## src/rtl/tx_gearbox_mux_if.sv

```systemverilog
// Word-in / lane-slice-out bus of the transmit gearbox.
// The master is the word source and slice sink; the slave is the gearbox.
interface tx_gearbox_mux_if #(
  parameter int Nin  = 16,
  parameter int Nout = 4
);
  logic [Nin-1:0]  din;
  logic            din_valid;
  logic            din_ready;
  logic [Nout-1:0] dout_p;
  logic [Nout-1:0] dout_n;
  logic            dout_valid;

  modport master (
    output din, din_valid,
    input  din_ready, dout_p, dout_n, dout_valid
  );

  modport slave (
    input  din, din_valid,
    output din_ready, dout_p, dout_n, dout_valid
  );
endinterface

```

## src/rtl/tx_gearbox_mux.sv

```systemverilog
// Nin:Nout transmit gearbox: word FIFO, PRBS7/pattern/idle sources,
// word-boundary mode switching and a registered differential lane output.
module tx_gearbox_mux #(
  parameter int Nin   = 16,
  parameter int Nout  = 4,
  parameter int Depth = 4
) (
  input  logic                     clk,
  input  logic                     rstb,
  input  logic                     en,
  input  logic [1:0]               mode,
  input  logic                     inv_pol,
  input  logic [Nin-1:0]           pat,
  tx_gearbox_mux_if.slave          bus,
  output logic [$clog2(Depth):0]   fifo_level,
  output logic [7:0]               underflow_cnt
);

  localparam int R     = Nin / Nout;
  localparam int CNT_W = (R > 1) ? $clog2(R) : 1;
  localparam int PTR_W = $clog2(Depth);
  localparam int LVL_W = PTR_W + 1;

  typedef enum logic [1:0] {
    MODE_DATA = 2'd0,
    MODE_PRBS = 2'd1,
    MODE_PAT  = 2'd2,
    MODE_IDLE = 2'd3
  } mode_e;

  logic [CNT_W-1:0] cnt_q, cnt_d;
  logic [Nin-1:0]   sr_q, sr_d;
  mode_e            mode_q, mode_d;
  logic [6:0]       prbs_q, prbs_d;
  logic [7:0]       uf_q, uf_d;
  logic [PTR_W-1:0] rd_ptr_q, rd_ptr_d;
  logic [PTR_W-1:0] wr_ptr_q, wr_ptr_d;
  logic [LVL_W-1:0] level_q, level_d;
  logic [Nout-1:0]  dout_p_q, dout_p_d;
  logic [Nout-1:0]  dout_n_q, dout_n_d;
  logic             dout_valid_q, dout_valid_d;
  logic [Nin-1:0]   mem_q [Depth];

  logic             push, pop, din_ready;
  logic [Nin-1:0]   word;
  logic [Nout-1:0]  slice;
  logic [6:0]       prbs_s;
  logic [Nin-1:0]   prbs_word;

  assign din_ready      = (level_q != LVL_W'(Depth));
  assign push           = bus.din_valid & din_ready;
  assign bus.din_ready  = din_ready;
  assign bus.dout_p     = dout_p_q;
  assign bus.dout_n     = dout_n_q;
  assign bus.dout_valid = dout_valid_q;
  assign fifo_level     = level_q;
  assign underflow_cnt  = uf_q;

  // Next Nin LFSR outputs, LSB first; a stuck-at-zero state is reseeded.
  always_comb begin
    prbs_s    = (prbs_q == 7'd0) ? 7'h7F : prbs_q;
    prbs_word = '0;
    for (int i = 0; i < Nin; i++) begin
      prbs_word[i] = prbs_s[6] ^ prbs_s[5];
      prbs_s       = {prbs_s[5:0], prbs_word[i]};
    end
  end

  // NOTE: every variable gets a default at the top so no path leaves one unassigned (no latches).
  always_comb begin
    cnt_d        = cnt_q;
    sr_d         = sr_q;
    mode_d       = mode_q;
    prbs_d       = prbs_q;
    uf_d         = uf_q;
    rd_ptr_d     = rd_ptr_q;
    dout_p_d     = '0;
    dout_n_d     = '0;
    dout_valid_d = 1'b0;
    pop          = 1'b0;
    word         = '0;
    slice        = '0;

    if (en) begin
      if (cnt_q == '0) begin
        mode_d = mode_e'(mode);
        unique case (mode_e'(mode))
          MODE_DATA: begin
            if (level_q != '0) begin
              word     = mem_q[rd_ptr_q];
              pop      = 1'b1;
              rd_ptr_d = rd_ptr_q + 1'b1;
            end else if (uf_q != 8'hFF) begin
              uf_d = uf_q + 8'd1;
            end
          end
          MODE_PRBS: begin
            word   = prbs_word;
            prbs_d = prbs_s;
          end
          MODE_PAT:  word = pat;
          MODE_IDLE: word = '0;
        endcase
        slice = word[Nout-1:0];
        sr_d  = word >> Nout;
      end else begin
        slice = (mode_q == MODE_IDLE) ? '0 : sr_q[Nout-1:0];
        sr_d  = sr_q >> Nout;
      end
      cnt_d        = (cnt_q == CNT_W'(R - 1)) ? '0 : cnt_q + 1'b1;
      dout_p_d     = slice ^ {Nout{inv_pol}};
      dout_n_d     = ~(slice ^ {Nout{inv_pol}});
      dout_valid_d = 1'b1;
    end else begin
      cnt_d = '0;
    end
  end

  always_comb begin
    wr_ptr_d = push ? wr_ptr_q + 1'b1 : wr_ptr_q;
    level_d  = level_q + LVL_W'(push) - LVL_W'(pop);
  end

  // NOTE: state uses non-blocking assignments so every flop samples pre-edge values.
  always_ff @(posedge clk or negedge rstb) begin
    if (!rstb) begin
      cnt_q        <= '0;
      sr_q         <= '0;
      mode_q       <= MODE_IDLE;
      prbs_q       <= 7'h7F;
      uf_q         <= '0;
      rd_ptr_q     <= '0;
      wr_ptr_q     <= '0;
      level_q      <= '0;
      dout_p_q     <= '0;
      dout_n_q     <= '0;
      dout_valid_q <= 1'b0;
    end else begin
      cnt_q        <= cnt_d;
      sr_q         <= sr_d;
      mode_q       <= mode_d;
      prbs_q       <= prbs_d;
      uf_q         <= uf_d;
      rd_ptr_q     <= rd_ptr_d;
      wr_ptr_q     <= wr_ptr_d;
      level_q      <= level_d;
      dout_p_q     <= dout_p_d;
      dout_n_q     <= dout_n_d;
      dout_valid_q <= dout_valid_d;
    end
  end

  // NOTE: the storage array has no reset; pointers and level alone define which entries are valid.
  always_ff @(posedge clk) begin
    if (push) mem_q[wr_ptr_q] <= bus.din;
  end

endmodule

```

## src/flat_wrapper.sv

```systemverilog
// flat-port wrapper written by rule: the top's interface ports become plain ports
module tx_gearbox_mux_flat 
#(
  parameter int Nin   = 16,
  parameter int Nout  = 4,
  parameter int Depth = 4
)
  (clk, rstb, en, mode, inv_pol, pat, fifo_level, underflow_cnt, bus_din, bus_din_valid, bus_din_ready, bus_dout_p, bus_dout_n, bus_dout_valid);
  tx_gearbox_mux_if #(.Nin(Nin), .Nout(Nout)) bus_i ();
  input  logic clk;
  input  logic rstb;
  input  logic en;
  input  logic [1:0] mode;
  input  logic inv_pol;
  input  logic [Nin-1:0] pat;
  output logic [$clog2(Depth):0] fifo_level;
  output logic [7:0] underflow_cnt;
  input wire logic [$bits(bus_i.din)-1:0] bus_din;
  input wire logic [$bits(bus_i.din_valid)-1:0] bus_din_valid;
  output wire logic [$bits(bus_i.din_ready)-1:0] bus_din_ready;
  output wire logic [$bits(bus_i.dout_p)-1:0] bus_dout_p;
  output wire logic [$bits(bus_i.dout_n)-1:0] bus_dout_n;
  output wire logic [$bits(bus_i.dout_valid)-1:0] bus_dout_valid;
  assign bus_i.din = bus_din;
  assign bus_i.din_valid = bus_din_valid;
  assign bus_din_ready = bus_i.din_ready;
  assign bus_dout_p = bus_i.dout_p;
  assign bus_dout_n = bus_i.dout_n;
  assign bus_dout_valid = bus_i.dout_valid;
  tx_gearbox_mux #(.Nin(Nin), .Nout(Nout), .Depth(Depth)) u_core (.clk(clk), .rstb(rstb), .en(en), .mode(mode), .inv_pol(inv_pol), .pat(pat), .bus(bus_i), .fifo_level(fifo_level), .underflow_cnt(underflow_cnt));
endmodule
```

## config.mk

```make
export PLATFORM = sky130hd
export DESIGN_NAME = tx_gearbox_mux_flat
export DESIGN_NICKNAME = d
export VERILOG_FILES = /design/src/rtl/tx_gearbox_mux_if.sv /design/src/rtl/tx_gearbox_mux.sv /design/src/flat_wrapper.sv
export SDC_FILE = /design/constraint.sdc
export NUM_CORES = 1
export LEC_CHECK = 0
export CAP_MARGIN = 30
export CORE_MARGIN = 3
export CORE_UTILIZATION = 45
export CTS_CLUSTER_SIZE = 16
export DETAILED_ROUTE_END_ITERATION = 10
export HOLD_SLACK_MARGIN = 0.15
export PLACE_DENSITY = 0.69
export SLEW_MARGIN = 15
export SYNTH_ARGS = -nofsm -noshare
export SYNTH_HDL_FRONTEND = slang
export SYNTH_SLANG_ARGS = --single-unit
```

## constraint.sdc

```tcl
create_clock -name clk -period 2.3 [get_ports clk]
set_clock_uncertainty 0.15 [all_clocks]
set_input_delay 0.46 -clock clk [delete_from_list [all_inputs] [get_ports clk]]
set_output_delay 0.46 -clock clk [all_outputs]
set_load 0.03 [all_outputs]
```

==> impl_table.tex <==
\begin{tabular}{lr}
\hline
Metric & Value \\
\hline
\multicolumn{2}{l}{\textbf{Placement}} \\
Instance area at placement & slightly below 6000 sq um \\
RePlAce Congestion & 0.901 \\
Number of I/O port buffers & slightly below 60 \\
Half-perimeter wire length after detailed placement & between 7000 and 8000 um \\
Number of instances in the placed design & 570 \\
\multicolumn{2}{l}{\textbf{Route}} \\
Number of optimization iterations in the first detailed-route pass & 4 \\
Routed length per placed instance & 17.8 um \\
Number of remaining DRC errors & 0 \\
Vias per Instance & 5.42 \\
Number of routed nets with antenna violations & 0 \\
Starting DRT DRC Count & 178 \\
Via count & 3206 \\
Wire length reported by the detailed router & 10500 um \\
\multicolumn{2}{l}{\textbf{Die}} \\
Starting density of the core & around 47\% \\
Full die area & $\sim$12000 sq um \\
Number of core rows & 37 \\
Number of I/O pins & 60 \\
Die width & around 110 um \\
Die height & 112 um \\
Core outline area & 10600 sq um \\
\multicolumn{2}{l}{\textbf{Power}} \\
Total power draw & 6.91 mW \\
Leakage component of the power & 2.42 nW \\
PwrDens & 1110 nW/um\^{}2 \\
Worst IR Drop VDD & 0.615 mV \\
\multicolumn{2}{l}{\textbf{Timing}} \\
Peak clock frequency supported by timing & 431 MHz \\
Min Clock Period, post-route & 2320 ps \\
Post-route clock period utilization & 101\% \\
Worst Tran Pin Value & $\sim$440 ps \\
Number of setup violations in the final report & 1 \\
Unrepaired setup endpoints after global routing & yes \\
Final max-slew violation count & 0 \\
Final-report hold violation count & 0 \\
Setup ws final & -21.1 ps \\
Max-Slew Margin vs Limit & 70.9\% \\
\multicolumn{2}{l}{\textbf{Setup path}} \\
Nature of the critical path startpoint & primary input \\
Endpoint arrival time on the critical path & 2430 ps \\
Req. time, crit path & $\sim$2400 ps \\
Worst setup EP type & flop \\
Critical path fanouts, max & 2 \\
Crit path kind & in -> reg \\
\multicolumn{2}{l}{\textbf{Synthesis}} \\
Total standard cell area after synthesis & 5010 sq um \\
Count of flip-flops with a built-in enable after synthesis & 64 \\
Cell types occupying the most area after synthesis & edfxtp\_1 (38\%), dfrtp\_1 (19\%), mux4\_2 (4.9\%) \\
Synth Register Bits & between 100 and 150 \\
Count of different cell masters after synthesis & 55 \\
Number of nets produced by synthesis & between 400 and 500 \\
Synth async-reset ratio & 42.3\% \\
Synth area leader & edfxtp\_1 \\
Portion of the post-synthesis area used by sequential elements & 62.0\% \\
Post-synthesis area per instance & 13.8 sq um \\
Number of cells produced by synthesis & 364 \\
Yosys warning count & 0 \\
Prevailing post-synth register cell & edfxtp\_1 \\
Area share of the largest cell type after synthesis & about two fifths \\
\multicolumn{2}{l}{\textbf{Global routing}} \\
Via count of the first global-routing pass & between 3000 and 4000 \\
Largest net degree at the start of global routing & 26 \\
Antenna violations before repair & 0 \\
GR Util All Layers & approximately 18\% \\
Total gr overflow & 0 \\
Global-route wire length before repair & 17300 um \\
\multicolumn{2}{l}{\textbf{Finish}} \\
End-of-flow core utilization & 58.9\% \\
Final design area excluding fillers & 6220 sq um \\
Non-filler instance count after layout & 592 \\
Layout net count & 502 \\
Layout cells sized above 1 & 20.2\% \\
Layout filler cell count & between 800 and 900 \\
Diode insertion count for antenna repair & 0 \\
Area growth syn-to-layout & 24.1\% \\
\multicolumn{2}{l}{\textbf{Status}} \\
Run status & finished, violations left \\
Violated checks & setup timing \\
\multicolumn{2}{l}{\textbf{Clock network}} \\
Clk Latency, worst-skew pair & $\sim$370 ps \\
Clk slew on worst S/H paths & $\sim$110 ps \\
H-tree depth & 3 \\
Total CTS buffers & 9 \\
Clock Sink Count & 111 \\
Root buffer cell & clkbuf\_8 \\
CTS tree & yes \\
Worst-case clock buffer depth & 2 \\
\multicolumn{2}{l}{\textbf{Flow run}} \\
Max-cap violations & 0 \\
\multicolumn{2}{l}{\textbf{Hold path}} \\
Path class of the lowest-slack min-delay path & reg -> reg \\
\hline
\end{tabular}
[final timing paths]
| check | start | end | slack (ps) | cells past startpoint |
|---|---|---|---|---|
| max in group asynchronous | rstb | u_core.prbs_q[5] | 950 | 3 |
| max reg2reg | u_core.cnt_q[1] | u_core.fifo_level[2] | -10 | 11 |
| max | en | u_core.fifo_level[2] | -20 | 10 |
| min in group asynchronous | rstb | u_core.bus.dout_p[2] | 400 | 2 |
| min reg2reg | u_core.mode_q[0] | u_core.mode_q[0] | 340 | 2 |
| min | u_core.mode_q[0] | u_core.mode_q[0] | 340 | 2 |
[kinds of logic (layout without fill, tap and decap cells)]
kind of cell             after synthesis  after routing  synth area share [%]
multiplexers                          21             21                  8.59
AO/OA/AOI/OAI                         73             73                  9.56
buffers and inverters                 41            133                  3.72
adder cells (fa/ha/maj)               12             12                  3.15
XOR/XNOR                              26             26                  4.69
flip-flops                           111            111                  62.0
AND/OR/NAND/NOR                       80             80                  8.26
[what timing repair did]
item,CTS,global route
hold endpoints to repair,17,0
endpoints found under the setup margin,2,3
pin swaps,4,6
hold buffers,1,0
resized for setup,3,7
setup buffers,2,3
gates cloned,0,0
[area by class of cell]
cell class	count	area [sq um]	share of cell area, %
repair buffers	95	880	14.1
inverters	22	82.6	1.33
multi-input cells	212	1760	28.3
flip-flops and latches	111	3110	50.0
clock buffers	9	124	1.99
clock inverters	7	93.8	1.51
well taps	136	170	2.74
[report_power, final]
part | leakage, nW | internal (mW) | switching (mW) | total [mW]
Sequential | 1.16 | 2.66 | 0.258 | 2.92
Clock | 0.112 | 0.536 | 0.709 | 1.25
Combinational | 1.14 | 1.29 | 1.46 | 2.75
Total | 2.42 | 4.49 | 2.43 | 6.91
[cell usage in the layout, fill, tap and decap left out, types with 3 or more instances in the layout]
cell,instances
edfxtp_1,64
buf_4,33
nor2b_1,6
xnor2_1,17
o22ai_1,7
nor2_1,6
dfstp_2,9
clkbuf_8,9
nand2_1,32
o21ai_1,3
ha_1,9
and2_1,4
mux2i_1,4
xor2_1,7
inv_8,3
mux4_1,5
a22oi_1,5
a31oi_1,3
nand4_1,4
o21ai_0,15
mux4_2,11
clkdlybuf4s50_1,55
and3_1,8
inv_1,19
a21oi_1,20
o221ai_1,3
nor3_1,3
dlygate4sd2_1,3
dfrtp_1,38
inv_2,3
nand2b_1,5
[through the flow]
step / TNS (ps) / hold slack, ps / setup slack (ps)
detailed placement: -1450 / 274 / -435
global placement: -1230 / 273 / -414
finish: -21.1 / 342 / -21.1
floorplan: -275 / 14.4 / -193
CTS: 0 / 340 / 7.98
global route: -129 / 373 / -129
[metal layers]
layer | part of all wire (%) | global-route usage [%] | vias to the layer above
met5 | 0 | 0 | -
met3 | 4.5 | 3.53 | 17
li1 | - | - | 1514
met2 | 50 | 28.8 | 75
met4 | 1.7 | 5.27 | 0
met1 | 44 | 24.2 | 1600
[worst max-delay path: stages]
cell	delay (ps)
clkdlybuf4s50_1	530
nand2_4	70
nor3_4	200
ha_1	250
inv_1	60
ha_2	160
inv_2	40
fa_2	390
xnor2_2	140
xnor2_1	130
[synthesized netlist by cell type (all sizes together) (2+ instances only)]
library cell  instances
nor2                  6
mux4                 16
xnor2                18
nand4                 4
xor2                  8
nand2                33
a21oi                20
edfxtp               64
dfstp                 9
mux2i                 4
nand3                 2
o221ai                3
nand2b                5
o22ai                 7
a22oi                 5
nor2b                 6
inv                  22
buf                  11
and2                  6
dfrtp                38
o21ai                20
o221a                 2
o32ai                 2
clkbuf                8
and3                  8
nor3                  5
ha                   11
a31oi                 4
[flip-flops by register name, summed over array words and instances (netlist names)]
signal,count
u_core.bus.dout_n,4
u_core.rd_ptr_q,2
u_core.bus.dout_valid,1
u_core.sr_q,12
u_core.bus.dout_p,4
u_core.mem_q,64
u_core.fifo_level,3
u_core.cnt_q,2
u_core.underflow_cnt,8
u_core.mode_q,2
u_core.prbs_q,7
u_core.wr_ptr_q,2
(Power assumes the default switching activity.)
